==> config.mk <==
export PLATFORM = sky130hd
export DESIGN_NAME = add_seq
export DESIGN_NICKNAME = d
export VERILOG_FILES = /design/src/rtl/add_seq.sv
export SDC_FILE = /design/constraint.sdc
export NUM_CORES = 1
export LEC_CHECK = 0
export BUFFER_PORTS_ARGS = -buffer_cell sky130_fd_sc_hd__buf_2
export CORE_MARGIN = 1.5
export CORE_UTILIZATION = 53
export DETAILED_ROUTE_END_ITERATION = 10
export PLACE_DENSITY_LB_ADDON = 0.12
export SYNTH_ARGS = -nofsm -noshare
export SYNTH_HDL_FRONTEND = slang
export SYNTH_SLANG_ARGS = --single-unit
export TNS_END_PERCENT = 50
==> constraint.sdc <==
create_clock -name clk -period 3.3 [get_ports clk]
set_input_delay 0.33 -clock clk [delete_from_list [all_inputs] [get_ports clk]]
set_output_delay 0.33 -clock clk [all_outputs]
set_load 0.1 [all_outputs]
==> src/rtl/add_seq.sv <==
// Multi-cycle adder/subtractor: CHUNK bits per clock through a ripple carry register.
// Latency: done pulses WIDTH/CHUNK cycles after the accepted start edge.
// Backpressure: start is ignored while busy; there is no queuing, so the caller must wait for busy=0.
module add_seq #(
    parameter int WIDTH = 8,
    parameter int CHUNK = 2
) (
    input  logic             clk,
    input  logic             rst,
    input  logic             start,
    input  logic             sub,
    input  logic             cin,
    input  logic [WIDTH-1:0] num1,
    input  logic [WIDTH-1:0] num2,
    output logic             busy,
    output logic             done,
    output logic [WIDTH-1:0] out,
    output logic             cout,
    output logic             ovf
);

    localparam int STEPS = WIDTH / CHUNK;
    localparam int IDXW  = (STEPS > 1) ? $clog2(STEPS) : 1;
    localparam logic [IDXW-1:0] LAST = IDXW'(STEPS - 1);

    generate
        if (WIDTH < 1 || CHUNK < 1 || CHUNK > WIDTH || (WIDTH % CHUNK) != 0) begin : g_bad_params
            $error("add_seq: CHUNK must divide WIDTH and lie in 1..WIDTH");
        end
    endgenerate

    typedef enum logic {
        IDLE = 1'b0,
        RUN  = 1'b1
    } state_t;

    state_t           state_q;
    state_t           state_d;
    logic [IDXW-1:0]  idx;
    logic             carry;
    logic [WIDTH-1:0] a_q;
    logic [WIDTH-1:0] b_q;
    logic [CHUNK:0]   sum;
    logic             last;
    int               base;

    assign busy = (state_q == RUN);
    assign last = (idx == LAST);

    always_comb begin
        state_d = state_q;
        case (state_q)
            IDLE:    if (start) state_d = RUN;
            RUN:     if (last)  state_d = IDLE;
            default: state_d = IDLE;
        endcase
    end

    always_comb begin
        base = int'(idx) * CHUNK;
        sum  = {1'b0, a_q[base +: CHUNK]} + {1'b0, b_q[base +: CHUNK]} + {{CHUNK{1'b0}}, carry};
    end

    always_ff @(posedge clk) begin
        if (rst) begin
            state_q <= IDLE;
            idx     <= '0;
            carry   <= 1'b0;
            a_q     <= '0;
            b_q     <= '0;
            out     <= '0;
            cout    <= 1'b0;
            ovf     <= 1'b0;
            done    <= 1'b0;
        end else begin
            state_q <= state_d;
            done    <= 1'b0;
            if (state_q == IDLE) begin
                if (start) begin
                    // Subtraction is A + ~B + 1, so the carry register seeds the +1.
                    a_q   <= num1;
                    b_q   <= sub ? ~num2 : num2;
                    carry <= sub ? 1'b1 : cin;
                    idx   <= '0;
                end
            end else begin
                out[base +: CHUNK] <= sum[CHUNK-1:0];
                carry              <= sum[CHUNK];
                idx                <= idx + IDXW'(1);
                if (last) begin
                    idx  <= '0;
                    cout <= sum[CHUNK];
                    ovf  <= (a_q[WIDTH-1] == b_q[WIDTH-1]) && (sum[CHUNK-1] != a_q[WIDTH-1]);
                    done <= 1'b1;
                end
            end
        end
    end

endmodule

* Word level (Yosys, flattened, before mapping)
Cells that the tools add are included.
Storage, ports and cells: output and inout bits 12, flip-flop bits (word level) 31
Cells by class: add/subtract/negate cells 4, reductions and logical operators 5, muxes and demuxes 12, shift-type cells 4, eq/ne operators 3, bitwise logic cells 2
Operator list (count):
- $neg A3 Y33 | 1
- $shift A2 B33 Y8 const A | 1
- $shiftx A2 B33 Y8 | 1
- $shiftx A8 B4 Y2 | 2
- $bwmux W8 | 1
- $mux W8 | 1
- $not A8 Y8 | 1
- $mux W1 | 6
- $mux W2 | 3
- $reduce_and A2 Y1 | 2
- $add A2 B2 Y3 | 1
- $add A3 B1 Y3 | 1
- $add A2 B1 Y2 const B | 1
- $eq A2 B2 Y1 const B | 1
- $pmux W1 S2 | 1
- $reduce_bool A2 Y1 | 1
- $reduce_or A2 Y1 | 1
- $eq A1 B1 Y1 | 1
- $logic_and A1 B1 Y1 | 1
- $ne A1 B1 Y1 | 1
- $not A1 Y1 | 1

* Logic depth before layout (Yosys ltp)
Gate-level depths: netlist of run 1.
word-level depth 5, gate-level depth with buffers 7

* Worst setup path before layout of run 1
Ideal clock, no wire load.
path kind register to register, from register idx[0], to register out[7], cell stages (with the launch flop) 8, data required time 3.230 ns, slack 0.566 ns, period minus slack after synthesis 2.734 ns, data arrival time 2.665 ns, cells stage by stage dfxtp_1 buf_6 mux4_1 fa_1 fa_1 and3b_1 or3b_1 a21oi_1
On the way: cells in the longest elaborated chain, start to end 5
RTL lines:
- from (decl) | RTL line 39 | logic [IDXW-1:0] idx;
- from (signal assigned) | RTL line 89 | idx <= idx + IDXW'(1);
- $shiftx A8 B4 Y2 | RTL line 61 | sum = {1'b0, a_q[base +: CHUNK]} + {1'b0, b_q[base +: CHUNK]} + {{CHUNK{1'b0}}, carry};
- $add A2 B2 Y3 | RTL line 61
- $add A3 B1 Y3 | RTL line 61
- $shiftx A2 B33 Y8 | RTL line 87 | out[base +: CHUNK] <= sum[CHUNK-1:0];
- $bwmux W8 (*) | RTL line 87
- to (signal, indexed assignment) | RTL line 87
- to (decl) | RTL line 17 | output logic [WIDTH-1:0] out,
Every way passes the cells marked *; elsewhere a longest branch is shown, timed or not. A chain may end at the register's enable or synchronous reset.

* Worst setup path after layout of run 1
Ends and elaborated chain as after synthesis.

==> out/qor.csv, run 1 <==
stage,metric,value,unit
sta,slew-limit-headroom,58.8,%
synthesis,async_reset_ff_share,0,%
global_route,number_of_antenna_violations_at_the_first_check_in_global_routing,0,
floorplanning,floorplan.io_pins,33,
min_path,worst_hold_path.endpoint,a_q[6]$_SDFFE_PP0P_,
critical_path,worstSetupPathType,reg2reg,
route,antenna_left,0,
clocking,number_of_cts_inserted_buffers,5,
finish,nNetsFinal,216,
min_path,worst_hold_path.num_cells,3,
synthesis,syn_inst,157,
floorplanning,die_height,56.4,um
synthesis,synthTopCellsByCount,"31 x dfxtp_1, 26 x nand2_1, 19 x nor2_1, 17 x a21oi_1, 8 x xnor2_1",
clocking,tritoncts,done,
clocking,clkSlewWorstSetupHoldPaths,0.10,ns
clocking,htreeDepth,2,
place,placedInstanceArea,0.00165,sq mm
sta,slew_viols_final,0,
synthesis,synth.ff_latch_count,31,
synthesis,synth-xor-area-share,4.64,%
flow_run,maxCapViolCount,0,
synthesis,synth.net_count,186,
critical_path,crit_buf_inv,0,
place,gpl.final_weighted_congestion,0.794,
sta,tightestPinTransition,0.617,ns
critical_path,critical_path.max_stage_delay,0.61,ns
clocking,worst_case_clock_buffer_depth,2,
clocking,cts_hold_buffers,0,
global_route,first_global_vias,1150,
route,routed_via_density,5.48,
synthesis,post_synth_cell_types,30,
finish,layout.cells.non_filler,218,
critical_path,r2r_setup_slack,0.47,ns
floorplanning,num_rows,19,
critical_path,crit-reg2reg-launch,idx[0]$_SDFFE_PP0P_,
sta,finalHoldViolations,0,
floorplanning,floorplan.die.width,56.4,um
synthesis,synth_top_family_by_area,simple AND/OR/NAND/NOR gates,
route,drt-total-wl,2880,um
route,detailedRoute.firstIterationViolations,24,
critical_path,path_delay_family,adder cells,
synthesis,synth_largest_area_cell,dfxtp_1,
outcome,run_status,completed,
critical_path,worst_ep_arrival_time,3.09,ns
synthesis,synthMuxAreaShare,6.95,%
global_route,grt_first_pass_wirelength,4820,um
finish,layout-drive-gt1-share,25.1,%
floorplanning,core_region_area,0.00273,sq mm
critical_path,reg2reg_depth,6,
sta,worst_setup_slack_after_layout,0.474,ns
min_path,hold_path_class,in2reg,
sta,clock.fmax,0.354,GHz
clocking,ctsRootBufferMaster,clkbuf_4,
place,pre_cts_ws,0.507,ns
critical_path,startpoint_type,flop,
synthesis,yosys.area_share.simple,19.7,%
finish,design_area,0.00170,sq mm
finish,areaGrowthSynthToFinish,12.7,%
sta,final.setup.tns,0,ns
synthesis,synth_area,0.00151,sq mm
finish,num-fill-cells,248,
global_route,track_usage,20.0,%
synthesis,ys_top_cells_by_area,"dfxtp_1 41%, mux4_1 7.0%, nand2_1 6.5%",
clocking,post_cts.repair.setup_buffers,0,
finish,layout.core_utilization,62.3,%
place,post-place-cells,211,
power_and_ir_drop,p_leak,0.739,nW
synthesis,syn_avg_cell_area,9.63,sq um
sta,layout_min_cycle_time,2.83,ns
critical_path,timing.critical_path.slowest_stage_cell,mux4_1,
clocking,clock_insertion_delay_worst_skew,0.34,ns
floorplanning,die_area,0.00318,sq mm
critical_path,cpMostUsedCell,fa_1,
critical_path,worst-path-max-fanout,5,
power_and_ir_drop,max-vdd-ir-drop,0.000343,V
synthesis,post-synth-top-count-cell,dfxtp_1,
global_route,globalRoute.totalOverflow,0,
sta,hold-worst-slack,0.225,ns
route,vias,1194,
critical_path,worstPathCellList,mux4_1 -> fa_1 -> fa_1 -> and3b_1 -> or3b_1 -> a21oi_1,
synthesis,netlist.area_leader.share,41.1,%
global_route,grt_max_degree,32,
power_and_ir_drop,totalPowerFinal,0.765,mW
min_path,worst_hold_startpoint,num1[6],
clocking,cts_resized,0,
synthesis,synth_warnings,0,
floorplanning,initial_core_utilization,55.3,%
synthesis,synth-compound-area-share,14.4,%
finish,antenna_cells_inserted,0,
synthesis,synth-edff-count,0,
synthesis,synth_adder_area_share,7.62,%
synthesis,synth_seq_area_share,41.1,%
place,hpwlAfterDp,2080,um
route,drt_drc_violations_left,0,
route,detail_route.first_pass.iterations,4,
critical_path,critPathCaptureType,flop,
route,post_drt_wl_per_cell,13.2,um
power_and_ir_drop,power_per_cell_area,449,mW/mm^2
sta,period_utilisation_layout,85.6,%
critical_path,worst-endpoint-required,3.57,ns
critical_path,worst_r2r_endpoint,out[7]$_SDFFE_PP0P_,
clocking,cts_num_sinks,31,
sta,timing.clock.skew,0.00888,ns
place,port_buffers,32,
synthesis,yosys_most_used_dff,dfxtp_1,
sta,final_setup_violating_endpoints,0,
sta,setup_repair_after_global_routing_missed_its_margin,false,
area by class of cell:
| type | instances | area [sq um] | area share (%) |
|---|---|---|---|
| Inverter | 2 | 7.51 | 0.441 |
| Clock inverter | 1 | 5.00 | 0.294 |
| Tap cell | 31 | 38.8 | 2.28 |
| Clock buffer | 6 | 51.3 | 3.01 |
| Multi-Input combinational cell | 113 | 806 | 47.3 |
| Timing Repair Buffer | 34 | 175 | 10.3 |
| Sequential cell | 31 | 621 | 36.4 |
worst max path at each step:
| stage | cells after the start | from | slack, ns | to |
|---|---|---|---|---|
| after floorplan | 7 | idx[0]$_SDFFE_PP0P_ | 0.57 | out[7]$_SDFFE_PP0P_ |
| after global placement | 6 | idx[0]$_SDFFE_PP0P_ | 0.60 | out[7]$_SDFFE_PP0P_ |
| after detailed placement | 6 | idx[0]$_SDFFE_PP0P_ | 0.51 | out[7]$_SDFFE_PP0P_ |
| after CTS | 6 | idx[0]$_SDFFE_PP0P_ | 0.47 | out[7]$_SDFFE_PP0P_ |
| after global routing | 6 | idx[0]$_SDFFE_PP0P_ | 0.39 | out[7]$_SDFFE_PP0P_ |
| final | 6 | idx[0]$_SDFFE_PP0P_ | 0.47 | out[7]$_SDFFE_PP0P_ |
tightest hold or removal path: cells and delay by family:
kind	cells	cell delay, ns
compound gates	1	0.05
buf+inv	1	0.09
simple gates	1	0.04
logic make-up (layout without fill, tap and decap cells):
family / count (synthesis) / in the layout
flops: 31 / 31
mux: 4 / 4
fa+ha+maj: 8 / 8
buf+inv: 13 / 43
compound gates: 31 / 31
xor+xnor: 8 / 8
simple gates: 62 / 62
per-layer routing:
layer,track usage (%),vias up,routed length (um)
met5,0,-,0
met2,33.9,31,1460
met1,20.7,549,1210
met3,7.83,11,130
met4,11.6,0,77
li1,-,603,-
cells in the final DEF, fill, tap and decap left out, types with 2 or more instances in the layout:
cell       n
or3b_1     2
nor2_1    19
a211oi_1   4
nand4_1    2
and3b_1    4
a211oi_2   4
a21oi_1   17
fa_1       2
ha_1       6
a32oi_1    4
nor2b_1    2
nand2_1   26
buf_2     32
inv_1      2
nor3b_1    2
dfxtp_1   31
clkbuf_4   5
xnor2_1    8
buf_4      2
mux4_1     4
where the power goes:
group / total [mW] / switching (mW) / internal (mW)
sequential: 0.409 / 0.0162 / 0.392
clock: 0.225 / 0.126 / 0.0985
combinational: 0.131 / 0.0779 / 0.0536
total: 0.765 / 0.220 / 0.545
flip-flops by register name, summed over array words and instances (netlist names):
signal and count:
b_q 8, out 8, a_q 8, ovf 1
cout 1, carry 1, done 1, idx 2
busy 1
(Power assumes the default switching activity.)
==> run 2: changes to the inputs <==
Settings changed: ABC_AREA from default to 1, CORE_UTILIZATION 53 to 57.
Clock period 3.3 ns to 3.4 ns, I/O delays scaled along.
==> out/qor.csv, run 2 <==
stage,metric,value,unit,change
power_and_ir_drop,power_per_cell_area,497,mW/mm^2,+11%
power_and_ir_drop,power_frac_seq,47.3,%,-6.1 points
critical_path,worst-endpoint-required,3.67,ns,+0.10 ns
sta,finalHoldViolations,0,,unchanged
route,drt_drc_violations_left,0,,unchanged
synthesis,synth-edff-count,0,,unchanged
clocking,worst_case_clock_buffer_depth,2,,unchanged
finish,areaGrowthSynthToFinish,16.8,%,
synthesis,synth.ff_latch_count,31,,unchanged
clocking,cts_num_sinks,31,,unchanged
critical_path,critical_path.max_stage_delay,0.65,ns,+0.04 ns
global_route,track_usage,23.6,%,+3.6 points
power_and_ir_drop,max-vdd-ir-drop,0.000476,V,+39%
critical_path,worst_ep_arrival_time,3.12,ns,+0.03 ns
sta,setup_repair_after_global_routing_missed_its_margin,false,,
clocking,number_of_cts_inserted_buffers,5,,unchanged
flow_run,maxCapViolCount,0,,unchanged
place,port_buffers,32,,unchanged
critical_path,worstPathCellList,clkinv_1 -> o21ai_0 -> o22ai_1 -> fa_1 -> fa_1 -> nand3_1 -> nor2_1 -> nor2_1 -> nor2_1,,
synthesis,synth_area,0.00147,sq mm,-2.6%
finish,most_frequent_standard_cell_in_the_layout_excluding_fill_and_tap_cells,nor2_1,,
clocking,clkSlewWorstSetupHoldPaths,0.10,ns,about the same
synthesis,post-synth-top-count-cell,nor2_1,,
synthesis,syn_avg_cell_area,7.44,sq um,-23%
sta,timing.clock.skew,0.0105,ns,+0.00163 ns
sta,final_setup_violating_endpoints,0,,unchanged
synthesis,synth.net_count,227,,+22%
route,routed_via_density,5.11,,-6.7%
power_and_ir_drop,power_frac_clock,35.0,%,+5.6 points
power_and_ir_drop,combPwrFrac,17.7,%,+0.5 points
synthesis,synth_warnings,0,,unchanged
global_route,number_of_antenna_violations_at_the_first_check_in_global_routing,0,,unchanged
min_path,hold_path_class,in2reg,,
floorplanning,die_height,53.8,um,-4.6%
synthesis,synth_seq_area_share,42.1,%,+1.1 points
clocking,post_cts.repair.setup_buffers,0,,unchanged
finish,layout-drive-gt1-share,18.6,%,-6.5 points
floorplanning,initial_core_utilization,60.0,%,+4.7 points
critical_path,critPathCaptureType,flop,,
synthesis,yosys_most_used_dff,dfxtp_1,,
floorplanning,floorplan.die.width,53.8,um,-4.6%
power_and_ir_drop,cell_internal_pwr,0.612,mW,+12%
finish,layout.cells.most_common_list,"47 x nor2_1, 32 x buf_2, 31 x dfxtp_1",,
sta,period_utilisation_layout,83.9,%,-1.7 points
global_route,grt_max_degree,24,,-25%
route,drt-total-wl,2940,um,+2.2%
power_and_ir_drop,totalPowerFinal,0.855,mW,+12%
sta,hold-worst-slack,0.251,ns,+0.0254 ns
route,vias,1334,,+12%
sta,slew-limit-headroom,51.7,%,-7.1 points
floorplanning,num_rows,18,,-1
clocking,tritoncts,done,,
outcome,run_status,completed,,
route,antenna_left,0,,unchanged
floorplanning,floorplan.io_pins,33,,unchanged
critical_path,timing.critical_path.slowest_stage_cell,dfxtp_1,,
synthesis,post_synth_cell_types,19,,-37%
critical_path,startpoint_type,flop,,
clocking,clock_insertion_delay_worst_skew,0.33,ns,about the same
finish,antenna_cells_inserted,0,,unchanged
sta,slew_viols_final,0,,unchanged
sta,layout_min_cycle_time,2.85,ns,+0.0276 ns
global_route,globalRoute.totalOverflow,0,,unchanged
critical_path,worstSetupPathType,reg2reg,,
route,detail_route.first_pass.iterations,4,,unchanged
place,hpwlAfterDp,2180,um,+4.9%
clocking,ctsRootBufferMaster,clkbuf_4,,
synthesis,netlist.area_leader.share,42.1,%,+1.1 points
min_path,worst_hold_path.num_cells,3,,unchanged
floorplanning,core_region_area,0.00245,sq mm,-10%
finish,biggestRegsByFlops,"a_q x8, b_q x8, out x8",,
clocking,cts_resized,0,,unchanged
sta,final.setup.tns,0,ns,unchanged
power_and_ir_drop,power.switching_fraction,28.5,%,-0.36 points
finish,nNetsFinal,259,,+20%
power_and_ir_drop,p_leak,0.795,nW,+7.5%
clocking,htreeDepth,2,,unchanged
sta,clock.fmax,0.350,GHz,-0.97%
sta,tightestPinTransition,0.724,ns,+0.107 ns
global_route,first_global_vias,1149,,-0.087%
synthesis,async_reset_ff_share,0,%,unchanged
synthesis,synth_largest_area_cell,dfxtp_1,,
synthesis,ys_top_cells_by_area,"dfxtp_1 42%, nor2_1 12%, o21ai_0 8.8%",,
synthesis,synthTopCellsByCount,"47 x nor2_1, 31 x dfxtp_1, 26 x o21ai_0, 19 x nand2_1, 16 x inv_1",,
clocking,cts_hold_buffers,0,,unchanged
synthesis,syn_inst,198,,+26%
critical_path,cpMostUsedCell,nor2_1,,
global_route,grt_first_pass_wirelength,4790,um,-0.73%
critical_path,worst-path-max-fanout,17,,+12
critical_path,reg2reg_depth,9,,+3
place,gpl.final_weighted_congestion,0.797,,+0.38%
route,detailedRoute.firstIterationViolations,24,,unchanged
route,post_drt_wl_per_cell,11.3,um,-15%
floorplanning,die_area,0.00290,sq mm,-8.9%
power_and_ir_drop,net-switching-power,0.243,mW,+10%
-- run 2: cell count changes after synthesis, moves of 4 or more --
cell,previous run,this run
nor2_1,19,47
mux4_1,4,0
nand3_1,1,10
a211oi_1,4,0
and3b_1,4,0
nand2_1,26,19
o22ai_1,0,4
a32oi_1,4,0
o21ai_0,0,26
a211oi_2,4,0
inv_1,2,16
-- run 2: cell type report --
| cell class | instances | area, sq um |
|---|---|---|
| clock inverter | 2 | 35.0 |
| clock buffer | 6 | 51.3 |
| multi-input combinational | 143 | 752 |
| fill | 206 | 734 |
| tap | 30 | 37.5 |
| timing repair buffer | 32 | 160 |
| inverter | 17 | 63.8 |
| sequential | 31 | 621 |
-- run 2: worst max-delay path, delay by kind of cell (launching register included) --
family	cells	cell delay, ns
adder cells (fa/ha/maj)	2	0.95
buffers and inverters	1	0.42
AO/OA/AOI/OAI	2	0.40
AND/OR/NAND/NOR	4	0.38
flip-flops	1	0.65
-- run 2: cell families (layout without fill, tap and decap cells) --
family                   after synthesis  in the layout  synth area share, %
AND/OR/NAND/NOR                       80             80                 21.8
AO/OA/AOI/OAI                         47             47                 16.7
flip-flops                            31             31                 42.1
buffers and inverters                 24             57                 6.80
adder cells (fa/ha/maj)                8              8                 7.82
XOR/XNOR                               8              8                 4.76
-- run 2: final timing paths --
check                         to           startpoint  slack, ns
min reg2reg  out[0]$_SDFFE_PP0P_  out[0]$_SDFFE_PP0P_       0.47
max          out[7]$_SDFFE_PP0P_  idx[0]$_SDFFE_PP0P_       0.55
max reg2reg  out[7]$_SDFFE_PP0P_  idx[0]$_SDFFE_PP0P_       0.55
min          a_q[6]$_SDFFE_PP0P_              num1[6]       0.25
-- run 2: power by group through the flow --
stage	clock (mW)	combinational, mW	sequential (mW)
final	0.299	0.151	0.405
after global routing	0.320	0.170	0.408
after CTS	0.303	0.152	0.405
after detailed placement	0	0.151	0.413
after global placement	0	0.146	0.412
after floorplan	0	0.102	0.424
-- run 2: metal layers --
| metal | global-route usage (%) | vias up | share of wire, % |
|---|---|---|---|
| met3 | 8.33 | 4 | 5.2 |
| met1 | 26.9 | 584 | 45 |
| met2 | 40.7 | 43 | 49 |
| met5 | 0 | - | 0 |
| li1 | - | 703 | - |
| met4 | 7.69 | 0 | 0.85 |
-- run 2: through the flow --
step / cells / worst slack (ns) / utilization, % / cell area, sq um
final: 261 / 0.546 / 70.1 / 1720
after global routing: 261 / 0.274 / 70.1 / 1720
after CTS: 261 / 0.586 / 70.1 / 1720
after detailed placement: 253 / 0.603 / 66.6 / 1630
after global placement: 253 / 0.721 / 66.6 / 1630
after floorplan: 198 / 1.12 / - / 1470
==> run 3: changes to the inputs <==
Settings changed: CORE_UTILIZATION 57 to 53.
Clock period 3.4 ns to 2.7 ns, I/O delays scaled along.
==> out/qor.csv, run 3 (same netlist as run 2, synthesis figures left out) <==
stage,metric,value,unit,change
sta,layout_min_cycle_time,2.37,ns,-0.481 ns
place,gpl.final_weighted_congestion,0.867,,+8.8%
clocking,clock_insertion_delay_worst_skew,0.32,ns,about the same
clocking,cts_resized,0,,unchanged
clocking,clkSlewWorstSetupHoldPaths,0.09,ns,about the same
floorplanning,die_area,0.00310,sq mm,+7.1%
sta,period_utilisation_layout,87.9,%,+3.9 points
clocking,tritoncts,done,,
sta,setup_repair_after_global_routing_missed_its_margin,false,,
global_route,globalRoute.totalOverflow,0,,unchanged
critical_path,worst-endpoint-required,2.97,ns,-0.70 ns
clocking,worst_case_clock_buffer_depth,2,,unchanged
power_and_ir_drop,max-vdd-ir-drop,0.000430,V,-9.7%
outcome,run_status,completed,,
route,drt-total-wl,2990,um,+1.8%
critical_path,startpoint_type,flop,,
route,routed_via_density,5.18,,+1.3%
route,vias,1356,,+1.6%
critical_path,reg2reg_depth,9,,unchanged
critical_path,worst_ep_arrival_time,2.65,ns,-0.47 ns
sta,finalHoldViolations,0,,unchanged
sta,slew_viols_final,0,,unchanged
place,port_buffers,32,,unchanged
sta,final.setup.tns,0,ns,unchanged
sta,slew-limit-headroom,49.0,%,-2.7 points
global_route,first_global_vias,1220,,+6.2%
critical_path,worstSetupPathType,reg2reg,,
finish,layout.cells.non_filler,262,,+0.38%
clocking,cts_hold_buffers,0,,unchanged
power_and_ir_drop,totalPowerFinal,1.01,mW,+18%
floorplanning,initial_core_utilization,57.9,%,-2.1 points
clocking,ctsRootBufferMaster,clkbuf_4,,
clocking,cts_num_sinks,31,,unchanged
floorplanning,floorplan.io_pins,33,,unchanged
route,detail_route.first_pass.iterations,4,,unchanged
critical_path,critPathCaptureType,flop,,
place,post-place-cells,254,,+0.40%
flow_run,maxCapViolCount,0,,unchanged
global_route,grt_first_pass_wirelength,5060,um,+5.8%
finish,antenna_cells_inserted,0,,unchanged
place,hpwlAfterDp,2270,um,+3.9%
finish,num-fill-cells,232,,+13%
finish,layout-drive-gt1-share,18.5,%,-0.080 points
clocking,number_of_cts_inserted_buffers,5,,unchanged
global_route,grt_max_degree,24,,unchanged
sta,tightestPinTransition,0.765,ns,+0.0402 ns
floorplanning,floorplan.die.width,55.7,um,+3.5%
critical_path,worst-path-max-fanout,12,,-5
route,detailedRoute.firstIterationViolations,32,,+33%
min_path,worst_hold_path.num_cells,3,,unchanged
power_and_ir_drop,p_leak,0.790,nW,-0.56%
route,post_drt_wl_per_cell,11.4,um,+1.4%
sta,clock.fmax,0.422,GHz,+20%
clocking,htreeDepth,2,,unchanged
finish,most_frequent_standard_cell_in_the_layout_excluding_fill_and_tap_cells,nor2_1,,
sta,final_setup_violating_endpoints,0,,unchanged
global_route,number_of_antenna_violations_at_the_first_check_in_global_routing,0,,unchanged
route,antenna_left,0,,unchanged
floorplanning,die_height,55.7,um,+3.5%
floorplanning,num_rows,18,,unchanged
power_and_ir_drop,power_per_cell_area,589,mW/mm^2,+19%
clocking,post_cts.repair.setup_buffers,0,,unchanged
global_route,track_usage,20.5,%,-3.1 points
finish,biggestRegsByFlops,"a_q x8, b_q x8, out x8",,
sta,timing.clock.skew,0.00638,ns,-0.00413 ns
floorplanning,core_region_area,0.00254,sq mm,+3.7%
route,drt_drc_violations_left,0,,unchanged
finish,areaGrowthSynthToFinish,16.1,%,
finish,layout.cells.most_common_list,"47 x nor2_1, 32 x buf_2, 31 x dfxtp_1",,
finish,nNetsFinal,260,,+0.39%
min_path,hold_path_class,in2reg,,
==> run 3: changes by cell type in the layout (fill, tap and decap cells not counted), sizes merged <==
cell | previous run | this run
bufinv | 1 | 0
buf | 32 | 33
clkinv | 2 | 1
clkbuf | 6 | 8
==> run 3: final timing paths <==
path	startpoint	to	slack, ns
max reg2reg	idx[0]$_SDFFE_PP0P_	ovf$_SDFFE_PP0P_	0.33
min	num1[6]	a_q[6]$_SDFFE_PP0P_	0.19
max	idx[0]$_SDFFE_PP0P_	ovf$_SDFFE_PP0P_	0.33
min reg2reg	out[1]$_SDFFE_PP0P_	out[1]$_SDFFE_PP0P_	0.46
==> run 3: worst max-delay path, stage by stage (launching register included) <==
cell and delay (ns):
dfxtp_1 0.35, clkinv_1 0.26, o21ai_0 0.25, o22ai_1 0.12, fa_1 0.42, fa_1 0.55, inv_1 0.08, o21ai_0 0.15
nand3_1 0.09, nand2_1 0.05
==> run 3: power by group <==
part	switching [mW]	total, mW	internal (mW)
clock network	0.149	0.303	0.153
logic	0.131	0.201	0.0698
registers	0.0205	0.504	0.484
total	0.301	1.01	0.706
==> run 3: per-stage QoR <==
stage	setup slack, ns	utilization (%)	area, sq um	hold slack [ns]
2_1_floorplan	0.425	-	1470	0.339
6_report	0.328	67.2	1710	0.187
3_3_place_gp	0.474	64.5	1640	0.447
3_5_place_dp	0.357	64.5	1640	0.455
5_1_grt	0.136	67.2	1710	0.178
4_1_cts	0.353	67.2	1710	0.182
==> run 3: per-layer routing <==
layer / global-route usage, % / wire length [um]
met5: 0 / 0
met4: 11.5 / 84
met3: 4.88 / 117
met2: 34.9 / 1430
met1: 23.4 / 1360
==> run 3: final cells by class <==
| class | instances | area [sq um] | share of cell area, % |
|---|---|---|---|
| multi-input combinational | 143 | 752 | 44.0 |
| sequential | 31 | 621 | 36.3 |
| timing repair buffer | 33 | 168 | 9.80 |
| clock buffer | 8 | 68.8 | 4.02 |
| inverter | 17 | 63.8 | 3.73 |
| tap | 30 | 37.5 | 2.19 |
